--- config.mk ---
export PLATFORM = sky130hd
export DESIGN_NAME = output_gain_flat
export DESIGN_NICKNAME = d
export VERILOG_FILES = /design/src/rtl/output_gain_if.sv /design/src/rtl/output_gain.sv /design/src/flat_wrapper.sv
export SDC_FILE = /design/constraint.sdc
export NUM_CORES = 1
export LEC_CHECK = 0
export ABC_AREA = 1
export CAP_MARGIN = 30
export CELL_PAD_IN_SITES_DETAIL_PLACEMENT = 1
export CELL_PAD_IN_SITES_GLOBAL_PLACEMENT = 2
export CORE_MARGIN = 2
export CORE_UTILIZATION = 35
export CTS_BUF_LIST = sky130_fd_sc_hd__clkbuf_4 sky130_fd_sc_hd__clkbuf_8
export DETAILED_ROUTE_END_ITERATION = 7
export GPL_TIMING_DRIVEN = 1
export MAX_ROUTING_LAYER = met4
export PLACE_DENSITY_LB_ADDON = 0.1
export SLEW_MARGIN = 10
export SYNTH_ARGS = -nofsm -noshare
export SYNTH_HDL_FRONTEND = slang
export SYNTH_SLANG_ARGS = --single-unit
export TNS_END_PERCENT = 20
--- constraint.sdc ---
create_clock -name clk_48 -period 5.4 [get_ports clk_48]
set_clock_uncertainty 0.15 [all_clocks]
set_input_delay 0.54 -clock clk_48 [delete_from_list [all_inputs] [get_ports clk_48]]
set_output_delay 0.54 -clock clk_48 [all_outputs]
set_load 0.1 [all_outputs]
--- src/rtl/output_gain_if.sv ---
// rtl/output_gain_if.sv - sample/gain bundle between the channel strip and the output gain stage
interface output_gain_if #(
  parameter int DATA_W = 16,
  parameter int GAIN_W = 16
);
  logic        [GAIN_W-1:0] gain;
  logic signed [DATA_W-1:0] outputGainIn;
  logic signed [DATA_W-1:0] outputGainOut;
  logic                     clip;

  modport master (
    output gain,
    output outputGainIn,
    input  outputGainOut,
    input  clip
  );

  modport slave (
    input  gain,
    input  outputGainIn,
    output outputGainOut,
    output clip
  );
endinterface

--- src/rtl/output_gain.sv ---
// rtl/output_gain.sv - Q4.12 output gain with optional slew-limited gain, round-half-up and saturation
module output_gain #(
  parameter int DATA_W    = 16,
  parameter int GAIN_W    = 16,
  parameter int GAIN_FRAC = 12,
  parameter int RAMP_STEP = 0
) (
  input  logic          clk_48,
  input  logic          reset_n,
  output_gain_if.slave  io
);

  localparam int PW = DATA_W + GAIN_W + 1;

  localparam logic        [GAIN_W-1:0] UNITY_C = GAIN_W'(1 << GAIN_FRAC);
  localparam logic        [GAIN_W-1:0] STEP_C  = GAIN_W'(RAMP_STEP);
  localparam logic signed [PW-1:0]     HALF_C  = PW'(1 << (GAIN_FRAC - 1));
  localparam logic signed [PW-1:0]     MAX_C   = PW'((1 << (DATA_W - 1)) - 1);
  localparam logic signed [PW-1:0]     MIN_C   = ~MAX_C;

  logic signed [DATA_W-1:0] in_q, in_d;
  logic        [GAIN_W-1:0] g_app_q, g_app_d;
  logic signed [DATA_W-1:0] out_q, out_d;
  logic                     clip_q, clip_d;

  logic signed [PW-1:0] prod;
  logic signed [PW-1:0] rnd;
  logic signed [PW-1:0] shifted;

  // Stage 1: capture sample and slew the applied gain toward the target without overshoot.
  always_comb begin
    in_d    = io.outputGainIn;
    g_app_d = io.gain;
    if (RAMP_STEP != 0) begin
      if (io.gain > g_app_q) begin
        if ((io.gain - g_app_q) > STEP_C) begin
          g_app_d = g_app_q + STEP_C;
        end
      end else if ((g_app_q - io.gain) > STEP_C) begin
        g_app_d = g_app_q - STEP_C;
      end
    end
  end

  // Stage 2: gain is zero-extended so the product stays signed at full precision.
  always_comb begin
    prod    = PW'(in_q) * PW'($signed({1'b0, g_app_q}));
    rnd     = prod + HALF_C;
    shifted = rnd >>> GAIN_FRAC;
    out_d   = shifted[DATA_W-1:0];
    clip_d  = 1'b0;
    if (shifted > MAX_C) begin
      out_d  = MAX_C[DATA_W-1:0];
      clip_d = 1'b1;
    end else if (shifted < MIN_C) begin
      out_d  = MIN_C[DATA_W-1:0];
      clip_d = 1'b1;
    end
  end

  always_ff @(posedge clk_48 or negedge reset_n) begin
    if (!reset_n) begin
      in_q    <= '0;
      g_app_q <= UNITY_C;
      out_q   <= '0;
      clip_q  <= 1'b0;
    end else begin
      in_q    <= in_d;
      g_app_q <= g_app_d;
      out_q   <= out_d;
      clip_q  <= clip_d;
    end
  end

  assign io.outputGainOut = out_q;
  assign io.clip          = clip_q;

endmodule

--- src/flat_wrapper.sv ---
// flat-port wrapper written by rule: the top's interface ports become plain ports
module output_gain_flat 
#(
  parameter int DATA_W    = 16,
  parameter int GAIN_W    = 16,
  parameter int GAIN_FRAC = 12,
  parameter int RAMP_STEP = 0
)
  (clk_48, reset_n, io_gain, io_outputGainIn, io_outputGainOut, io_clip);
  output_gain_if #(.DATA_W(DATA_W), .GAIN_W(GAIN_W)) io_i ();
  input  logic clk_48;
  input  logic reset_n;
  input wire logic [$bits(io_i.gain)-1:0] io_gain;
  input wire logic [$bits(io_i.outputGainIn)-1:0] io_outputGainIn;
  output wire logic [$bits(io_i.outputGainOut)-1:0] io_outputGainOut;
  output wire logic [$bits(io_i.clip)-1:0] io_clip;
  assign io_i.gain = io_gain;
  assign io_i.outputGainIn = io_outputGainIn;
  assign io_outputGainOut = io_i.outputGainOut;
  assign io_clip = io_i.clip;
  output_gain #(.DATA_W(DATA_W), .GAIN_W(GAIN_W), .GAIN_FRAC(GAIN_FRAC), .RAMP_STEP(RAMP_STEP)) u_core (.clk_48(clk_48), .reset_n(reset_n), .io(io_i));
endmodule
**Word level (Yosys, flattened, before mapping)**

Cells that the tools add are included.

- Register bits after elaboration: 49
- Bits of input ports: 34
- Word-level logic and storage cells: 12

- Add/sub/neg operators: 1
- $mul: 1
- Order comparisons: 2
- Mux-type cells: 4

Operator list:

| kind | count |
|---|---|
| adder 33 x 13 -> 33 bit (second input constant) | 1 |
| multiplier 16 x 17 -> 33 bit | 1 |
| two-way mux 16 bit | 2 |
| greater-than comparator 21 x 16 -> 1 bit (second input constant) | 1 |
| < comparator 21 x 16 -> 1 bit (second input constant) | 1 |
| two-way mux 1 bit | 2 |

**Depth between registers and ports, before layout**

Gate-level depths: netlist (run 1).

- Depth in word-level cells: 5
- Depth in mapped cells: 32

**Worst setup path before layout (run 1)**

No wires, ideal clock.

- Path kind: register to register
- From: reg u_core.g_app_q[12]
- To: reg u_core.out_q[10], in the netlist u_core.io.outputGainOut[10]
- Library setup time: 117 ps
- Arrival time: 5688 ps
- Data required time: 5133 ps
- Path slack: -555 ps
- Cell stages (with the launch flop): 26
- Buffers on the path: 2
- Period minus slack after synthesis: 5955 ps
- Cell sequence: dfstp_2 clkbuf_1 nand2_1 fa_1 fa_1 fa_1 inv_1 fa_1 fa_1 inv_1 fa_1 inv_1 ha_1 nand2_1 nor4_1 o21ai_1 nand2_1 nand2_1 nand2_1 nand2_1 nand2_1 and2_1 nand3_2 nand2_4 buf_6 nand2_1

- Cells in the longest elaborated chain, start to end: 5

Ends and longest elaborated chain:

| what | line | text |
|---|---|---|
| start, declared | output_gain.sv:22 | `logic [GAIN_W-1:0] g_app_q, g_app_d;` |
| start signal, assigned | output_gain.sv:69 | `g_app_q <= g_app_d;` |
| multiplier 16 x 17 -> 33 bit (*) | output_gain.sv:47 | `prod = PW'(in_q) * PW'($signed({1'b0, g_app_q}));` |
| adder 33 x 13 -> 33 bit (*) | output_gain.sv:48 | `rnd = prod + HALF_C;` |
| < comparator 21 x 16 -> 1 bit | output_gain.sv:55 | `end else if (shifted < MIN_C) begin` |
| two-way mux 16 bit | output_gain.sv:55 |  |
| two-way mux 16 bit (*) | output_gain.sv:52 | `if (shifted > MAX_C) begin` |
| via u_core.out_d[10] | output_gain.sv:23 | `logic signed [DATA_W-1:0] out_q, out_d;` |
| end signal, assigned | output_gain.sv:70 | `out_q <= out_d;` |
| end, declared | output_gain.sv:23 |  |

Mark *: on every way through the listed nets, which the timed path passes. The rest lies on a longest branch.

**Worst setup path in the final report (run 1)**

- From: reg u_core.g_app_q[5]
- To: reg u_core.out_q[6], in the netlist u_core.io.outputGainOut[6]

The elaborated chain is that of the path after synthesis.

==> results.py, run 1 <==
metrics = {
    "cells_and_area": {
        "area_delta_synth_final_pct": 27.0,
        "antenna_cells": 0,
        "drive_gt1_frac": 0.198,
        "layout.nets": 1846,
        "final_area_um2": 13400,
    },
    "setup_path": {
        "path_max_fanout": 13,
        "critPathCaptureType": "register",
        "crit_slowest_cell": "fa_1",
        "r2r_end": "u_core.io.outputGainOut[6]",
        "critPathKind": "reg -> reg",
        "ff2ff_path_depth": 28,
        "start_kind": "register",
        "required_ns": 5.51,
        "crit_path_max_incr_delay_ns": 0.54,
        "cp_common_cell": "nand2_1",
        "r2r-start": "u_core.g_app_q[5]",
        "r2r_slack_ns": -0.57,
        "cp.arrival_ns": 6.07,
    },
    "sta": {
        "worst_pin_slew_ns": 0.991,
        "timing.final.crit_share": 1.11,
        "fin_crit_ns": 5.97,
        "hold_violations": 0,
        "slew_violations": 0,
        "layout_setup_ws_ns": -0.567,
        "setup_violations": 17,
        "maxSlewHeadroom": 0.337,
        "max_freq_mhz": 168,
        "rsz0062_at_grt": "true",
        "fin_tns_setup_ns": -9.21,
    },
    "die": {
        "die_h_um": 178,
        "rows": 63,
        "die-area_um2": 31500,
        "ios": 51,
        "core_um2": 29600,
        "dieWidth_um": 178,
        "start_util": 0.356,
    },
    "global_route": {
        "grtUsageTotal": 0.225,
        "grt_max_degree": 50,
        "grt_pass1_wl_um": 52300,
        "grt_pass1_vias": 9589,
        "gr-total-overflow": 0,
        "antenna_found_initial": 0,
    },
    "synthesis": {
        "synth_edf_count": 0,
        "syn_nets": 1684,
        "synth_cell_types": 32,
        "synth_top_area_share": 0.368,
        "synthTopCellsByCount": "inv_1 (386), nand2_1 (369), fa_1 (194)",
        "synth.area.top_cells": "fa_1 (37%), ha_1 (14%), inv_1 (14%), nand2_1 (13%), dfrtp_1 (11%)",
        "yosysWarnings": 0,
        "ys.flop_type": "dfrtp_1",
        "post-synth-top-count-cell": "inv_1",
        "synth_area_leader_cell": "fa_1",
        "seq_area_frac_synth": 0.116,
        "syn_area_um2": 10500,
        "async_reset_ff_frac": 1.00,
        "avgSynthCellArea_um2": 7.88,
        "netlist_instances": 1339,
        "yosys_register_bits": 49,
    },
    "clock_network": {
        "cts_buffers": 5,
        "htreeDepth": 2,
        "clockBufferDepth": 2,
        "insertion_delay_ns": 0.37,
        "cts_tree": "built",
        "hold_buffers": 0,
        "cts.clk_slew.worst_paths_ns": 0.13,
        "root_buffer": "clkbuf_8",
        "cts.sinks": 49,
    },
    "run_status": {
        "outcome": "complete, but fails checks",
        "violations": "negative setup slack",
    },
    "route": {
        "ant_nets": 0,
        "first_pass_iters": 5,
        "remaining_drc_errors": 0,
        "first_iter_violations": 300,
        "vias": 8567,
        "vias_per_cell": 4.53,
        "finalWirelength_um": 31900,
        "routedWlPerCell_um": 16.9,
    },
    "place": {
        "portBuffers": 50,
        "place_hpwl_um": 27400,
        "finalWeightedCongestion": 0.839,
        "placed_area_um2": 12700,
    },
    "job": {
        "drv_cap": 0,
    },
    "min_path": {
        "hold_path_class": "in -> async",
    },
}
[cell type report]
type / count / area (um^2)
clock buffers: 5 / 68.8
clock inverters: 3 / 28.8
fillers: 3618 / 16200
inverters: 387 / 1450
multi-input cells: 848 / 8170
flip-flops and latches: 49 / 1240
well taps: 390 / 488
repair buffers: 210 / 1940
[flip-flops by register name, summed over array words and instances, names as in the netlist]
register,count
u_core.io.outputGainOut,16
u_core.in_q,16
u_core.io.clip,1
u_core.g_app_q,16
[timing repair]
item	CTS	global route
cloned	2	1
resized for setup	60	47
endpoints found under the setup margin	17	17
pin swaps	26	13
buffers inserted	7	5
[cells in the final DEF, fill, tap and decap left out, types with 11 or more instances in the layout]
| cell type | Yosys | layout |
|---|---|---|
| clkdlybuf4s50_1 | 0 | 49 |
| dfrtp_1 | 48 | 36 |
| dfrtp_2 | 0 | 12 |
| xnor2_1 | 12 | 11 |
| nand2_1 | 369 | 346 |
| fa_2 | 0 | 13 |
| buf_12 | 0 | 15 |
| buf_4 | 0 | 138 |
| nand2_2 | 3 | 20 |
| inv_1 | 386 | 375 |
| nor2_1 | 49 | 38 |
| inv_2 | 1 | 12 |
| a21oi_2 | 0 | 15 |
| fa_1 | 194 | 181 |
| ha_4 | 0 | 12 |
| a21oi_1 | 35 | 15 |
| ha_1 | 117 | 105 |
[cells by family after synthesis]
family / synth area share
AO/OA/AOI/OAI: 0.0304
AND/OR/NAND/NOR: 0.172
adder cells (fa/ha/maj): 0.507
buffers and inverters: 0.159
XOR/XNOR: 0.0149
flip-flops: 0.116
[worst max-delay path: cells and delay by family, from the launching register on]
family	cells	cell delay, ns
adders and majority gates	7	3.33
and+or+nand+nor	10	0.79
buffers and inverters	8	0.70
AOI/OAI and AO/OA	3	0.43
DFF	1	0.42
[per-stage QoR]
step,std cells,util,worst slack [ns],hold WS (ns)
2_1_floorplan,1339,-,-0.195,0.0944
6_report,1892,0.452,-0.567,0.141
3_5_place_dp,1869,0.430,-0.728,0.575
5_1_grt,1892,0.452,-0.823,0.195
3_3_place_gp,1869,0.430,-0.689,0.559
4_1_cts,1886,0.443,-0.553,0.154
[per-layer routing]
layer  vias up  global-route usage  wire (um)
li1       4122                   -          -
met1      4337               0.291      14400
met2        86               0.385      16400
met3        22              0.0234        703
met4         0              0.0444        428
met5         -                   -          0
[how the worst max path moves through the flow]
stage	depth (start not counted)	from	endpoint	slack, ns
global placement	22	u_core.g_app_q[12]	u_core.io.outputGainOut[10]	-0.69
floorplan	30	u_core.in_q[6]	u_core.io.clip	-0.20
detailed placement	27	u_core.in_q[8]	u_core.io.outputGainOut[10]	-0.73
finish	28	u_core.g_app_q[5]	u_core.io.outputGainOut[6]	-0.57
CTS	27	u_core.g_app_q[6]	u_core.io.outputGainOut[13]	-0.55
global route	25	u_core.g_app_q[12]	u_core.io.outputGainOut[1]	-0.82
Power of run 1 is left out: the tool's default activity adds up to more than one toggle a clock period on the data nets, which glitch-free logic cannot reach.
==> run 2, diff against run 1 <==
--- a/config.mk
+++ b/config.mk
@@ -14,6 +14,7 @@
 export CTS_BUF_LIST = sky130_fd_sc_hd__clkbuf_4 sky130_fd_sc_hd__clkbuf_8
 export DETAILED_ROUTE_END_ITERATION = 7
 export GPL_TIMING_DRIVEN = 1
+export HOLD_SLACK_MARGIN = 0.15
 export MAX_ROUTING_LAYER = met4
 export PLACE_DENSITY_LB_ADDON = 0.1
 export SLEW_MARGIN = 10
==> results of run 2 <==
The final DEF is identical to that of run 1; final timing and power are the same.
Power of run 2 is left out for the same reason.
==> run 3, diff against run 2 <==
--- a/config.mk
+++ b/config.mk
@@ -6,7 +6,6 @@
 export NUM_CORES = 1
 export LEC_CHECK = 0
 export ABC_AREA = 1
-export CAP_MARGIN = 30
 export CELL_PAD_IN_SITES_DETAIL_PLACEMENT = 1
 export CELL_PAD_IN_SITES_GLOBAL_PLACEMENT = 2
 export CORE_MARGIN = 2
==> results of run 3 <==
The final DEF is identical to that of run 1; final timing and power are the same.
Power of run 3 is left out for the same reason.
